<file path="src/rtl/kpd_scanner.sv">
// rtl/kpd_scanner.sv - 4x4 keypad column scanner with debounced press/release detection
module kpd_scanner #(
    parameter int SCAN_DIV = 1000,
    parameter int DEBOUNCE = 4
) (
    input  logic       clk,
    input  logic       reset,
    input  logic [3:0] row,
    output logic [3:0] col,
    output logic [3:0] key_code,
    output logic       key_valid,
    output logic       key_down
);
    localparam int CW = $clog2(SCAN_DIV);
    localparam logic [CW-1:0] DWELL_LAST = CW'(SCAN_DIV - 1);
    localparam logic [3:0] DB_N = 4'(DEBOUNCE);
    localparam logic [3:0] IDLE = 4'b1111;

    typedef enum logic [1:0] {ST_SCAN, ST_DEBOUNCE, ST_HELD, ST_RELEASE} state_t;

    state_t        state, state_n;
    logic [3:0]    sync1, rs;
    logic [CW-1:0] dwell;
    logic [1:0]    c, c_n;
    logic [3:0]    cnt, cnt_n;
    logic [3:0]    cand, cand_n;
    logic [3:0]    code_n;
    logic          valid_n, down_n;
    logic [1:0]    r_idx;
    logic          sample;

    assign sample = (dwell == DWELL_LAST);
    assign col    = ~(4'b1000 >> c);

    // Several rows low at once: the most-significant low bit wins.
    always_comb begin
        r_idx = 2'd3;
        if (!rs[3])      r_idx = 2'd0;
        else if (!rs[2]) r_idx = 2'd1;
        else if (!rs[1]) r_idx = 2'd2;
    end

    always_ff @(posedge clk) begin
        if (reset) begin
            sync1     <= IDLE;
            rs        <= IDLE;
            dwell     <= '0;
            state     <= ST_SCAN;
            c         <= 2'd0;
            cnt       <= 4'd0;
            cand      <= IDLE;
            key_code  <= 4'd0;
            key_valid <= 1'b0;
            key_down  <= 1'b0;
        end else begin
            sync1     <= row;
            rs        <= sync1;
            dwell     <= sample ? '0 : dwell + CW'(1);
            state     <= state_n;
            c         <= c_n;
            cnt       <= cnt_n;
            cand      <= cand_n;
            key_code  <= code_n;
            key_valid <= valid_n;
            key_down  <= down_n;
        end
    end

    always_comb begin
        state_n = state;
        c_n     = c;
        cnt_n   = cnt;
        cand_n  = cand;
        code_n  = key_code;
        valid_n = 1'b0;
        down_n  = key_down;
        if (sample) begin
            unique case (state)
                ST_SCAN: begin
                    if (rs == IDLE) begin
                        c_n = c + 2'd1;
                    end else begin
                        cand_n = rs;
                        cnt_n  = 4'd1;
                        if (DB_N == 4'd1) begin
                            state_n = ST_HELD;
                            code_n  = {r_idx, c};
                            valid_n = 1'b1;
                            down_n  = 1'b1;
                        end else begin
                            state_n = ST_DEBOUNCE;
                        end
                    end
                end
                ST_DEBOUNCE: begin
                    if (rs == cand) begin
                        cnt_n = cnt + 4'd1;
                        if (cnt + 4'd1 == DB_N) begin
                            state_n = ST_HELD;
                            code_n  = {r_idx, c};
                            valid_n = 1'b1;
                            down_n  = 1'b1;
                        end
                    end else begin
                        state_n = ST_SCAN;
                        c_n     = c + 2'd1;
                    end
                end
                ST_HELD: begin
                    if (rs == IDLE) begin
                        cnt_n = 4'd1;
                        if (DB_N == 4'd1) begin
                            state_n = ST_SCAN;
                            c_n     = c + 2'd1;
                            down_n  = 1'b0;
                        end else begin
                            state_n = ST_RELEASE;
                        end
                    end
                end
                ST_RELEASE: begin
                    if (rs == IDLE) begin
                        cnt_n = cnt + 4'd1;
                        if (cnt + 4'd1 == DB_N) begin
                            state_n = ST_SCAN;
                            c_n     = c + 2'd1;
                            down_n  = 1'b0;
                        end
                    end else begin
                        state_n = ST_HELD;
                    end
                end
            endcase
        end
    end
endmodule
</file>
<file path="config.mk">
export PLATFORM = sky130hd
export DESIGN_NAME = kpd_scanner
export DESIGN_NICKNAME = d
export VERILOG_FILES = /design/src/rtl/kpd_scanner.sv
export SDC_FILE = /design/constraint.sdc
export NUM_CORES = 1
export LEC_CHECK = 0
export BUFFER_PORTS_ARGS = -buffer_cell sky130_fd_sc_hd__buf_2
export CORE_MARGIN = 4
export CORE_UTILIZATION = 35
export DETAILED_ROUTE_END_ITERATION = 6
export SLEW_MARGIN = 25
export SYNTH_ARGS = -nofsm -noshare
export SYNTH_HDL_FRONTEND = slang
export SYNTH_SLANG_ARGS = --single-unit
</file>
<file path="constraint.sdc">
create_clock -name clk -period 1.7 [get_ports clk]
set_input_delay 0.17 -clock clk [delete_from_list [all_inputs] [get_ports clk]]
set_output_delay 0.17 -clock clk [all_outputs]
set_load 0.01 [all_outputs]
</file>
==> results by group <==
Outcome
  • Status: complete, but fails checks
  • Failing checks: negative setup slack

Final layout
  • Antenna cell count: 0
  • Layout area overhead: 34.8%
  • Non-filler cells, final: ~280
  • Proportion of layout cells with a drive suffix above 1: 0.406
  • Layout Nets: 239
  • Finished layout cell area: 2240 µm²

Placed design
  • Dpl cell area: 1960 µm²
  • Hpwl dp: 2350 µm
  • # port buffers: 15
  • GP Congestion: 0.805
  • Post-placement cell count: 260

Critical path
  • R2r endpoint: cnt[2]
  • CP max FO: 3
  • Critical setup path kind: flop to flop
  • R2r worst-path depth: 5
  • Crit path largest cell delay: roughly 0.55 ns
  • Startpoint Class: flop
  • Kind of end point of the critical path: flop
  • Crit path DAT: approximately 2.1 ns
  • R2R Setup Slk: -0.14 ns
  • Crit-path cells: xor2_2 > o41ai_4 > nand4_2 > or4b_1 > a21oi_2
  • CP max stage cell: or4b_1
  • WP data required: 1.92 ns
  • RR Startpoint: cand[1]

STA
  • FMAX: around 0.54 GHz
  • Final Setup Violations: 10
  • Worst Skew: 0.00453 ns
  • Final Max Slew Viols: 0
  • Unrepaired setup endpoints after global routing: true
  • Worst slew margin: 0.650
  • Final hold vios: 0
  • Worst-Margin Slew: 0.526 ns
  • PnR worst setup slack: -0.142 ns
  • Min Tclk post-route: 1.84 ns
  • Final period utilization: 1.08

Clocking
  • Clock Sinks: 36
  • CTS Buf Count: 5
  • Clock slew at reported path FFs: 0.07 ns
  • Clock Latency Late Sink: 0.29 ns
  • # H-tree levels: 2
  • CTS tree: built
  • Clock Tree Buf Depth: 2
  • Root buffer cell: clkbuf_8
  • Cts hold-fix bufs: 0

Synth
  • Syn_nets: approximately 190
  • Area share of the largest cell type after synthesis: 0.434
  • Ys flop type: dfxtp_1
  • Gate Count Post-Synth: ~180
  • Synth area leader: dfxtp_1
  • Synth area leaders: dfxtp_1 (43%), ha_1 (7.5%), mux2i_1 (4.8%), nor2_1 (4.1%), or2_2 (3.4%)
  • Synth Register Bits: 36
  • Post-Syn Area: 1660 µm²
  • Top post-synthesis cells by count: dfxtp_1 (36), nor2_1 (18), inv_1 (11), ha_1 (10)
  • Synth cell types: 41
  • Warnings, synthesis: 0
  • Post-synth EDFFs: 0
  • Async SR Flop Fraction: 0
  • Post-synthesis sequential area ratio: 0.434
  • Top-count cell post-synth: dfxtp_1
  • Mean post-synth cell area: about 9.4 µm²

Detailed routing
  • Final WL: about 3600 µm
  • Residual DRC: 0
  • Routed Antenna Nets: 0
  • DRT iter0 DRCs: 87
  • DR pass1 iterations: 4
  • Via Count: roughly 1300
  • Wire per inst: 13.0 µm
  • Post-DR vias/cell: a little under 5

Global route
  • Pin count of the biggest net entering global routing: 32
  • First-pass GRT wire length: 6210 µm
  • Initial antenna violation count: 0
  • Gr ovfl total: 0
  • GR Util All Layers: 0.131
  • Vias in the first global route: 1343

Power and ir drop
  • Power Density: 757 nW/µm²
  • Pleak: 0.000933 µW
  • Max VDD drop: 548 µV

Min path
  • Hold Path Cell Cnt: 2
  • Worst hold path startpoint: row[3]
  • Min-delay worst type: input pin to flop
  • Hold Path Sink: sync1[3]

Floorplanning
  • Core ar.: 4470 µm²
  • Die H: 76.9 µm
  • Io pins: 16
  • Die area: 5910 µm²
  • Die width: 76.9 µm
  • Row count: 24
  • Initial Util: 0.371

Job
  • Maximum capacitance violations: 0
==> stage by stage <==
step | setup slack (ns) | setup TNS (ns) | hold WS (ns) | util | total power [µW]
after floorplan | -0.0418 | -0.0694 | 0.274 | - | 937
final | -0.142 | -0.654 | 0.0571 | 0.500 | 1690
after detailed placement | -0.169 | -1.38 | 0.355 | 0.438 | 966
after CTS | -0.126 | -0.560 | 0.0541 | 0.487 | 1710
after global routing | -0.220 | -2.31 | 0.0557 | 0.500 | 1760
after global placement | -0.158 | -1.03 | 0.352 | 0.438 | 965
==> report_power, final <==
part	switching (µW)	internal (µW)	leakage (µW)	total (µW)
sequential	12.2	860	0.000292	872
combinational	42.5	40.7	0.000586	83.3
clock	302	435	0.0000552	737
==> flip-flops by register name, summed over array words and instances (netlist names) <==
register	cells
key_valid	1
key_code	4
state	2
sync1	4
rs	4
key_down	1
dwell	10
c	2
cnt	4
cand	4
==> cell usage in the layout (no fill, tap or decap), drive strengths merged, types with 3 or more instances in the layout <==
cell type  count
or2           10
nand3          5
xnor2          5
o21ai          7
nor2b          3
xor2           6
nand2          8
nand2b         3
a211o          3
ha            10
inv           11
a21oi          9
buf           45
and3           5
nor2          18
clkbuf         6
nand4          3
mux2i          8
dfxtp         36
==> area by class of cell <==
cell class	count	area [µm²]
clock inverters	2	35.0
repair buffers	45	308
well taps	52	65.1
multi-input cells	124	981
fillers	427	2240
flip-flops and latches	36	733
inverters	11	41.3
clock buffers	6	72.6
==> worst max path at each step <==
stage / start / end / slack, ns
final: cand[1] / cnt[2] / -0.14
after global routing: cand[1] / cnt[3] / -0.22
after CTS: cand[3] / cnt[3] / -0.13
after detailed placement: cnt[0] / key_code[3] / -0.17
after global placement: rs[1] / cnt[2] / -0.16
after floorplan: cand[1] / cnt[2] / -0.04
==> per-layer routing <==
layer	vias to the layer above	routed length [µm]	global-route usage
met5	-	0	0
met2	23	1850	0.225
met1	627	1530	0.153
met4	0	70	0.0598
met3	7	122	0.0328
li1	691	-	-
==> worst max-delay path, delay by kind of cell (launching register included) <==
family / cells / cell delay (ns)
and+or+nand+nor: 2 / 0.70
AOI/OAI and AO/OA: 2 / 0.54
DFF: 1 / 0.34
xor gates and xnor gates: 1 / 0.19
==> logic make-up (layout without fill, tap and decap cells) <==
kind of cell	after synthesis	after routing	synth area share
simple gates	67	67	0.232
flops	36	36	0.434
compound gates	28	28	0.111
buf+inv	17	64	0.0415
xor+xnor	11	11	0.0581
fa+ha+maj	10	10	0.0754
mux	8	8	0.0483
==> what timing repair did <==
action                     CTS  global route
gates resized for setup     13            14
buffers inserted             8             0
pin swaps                    9             8
setup endpoints to repair   16            17
Power figures use the tool's default switching activity.
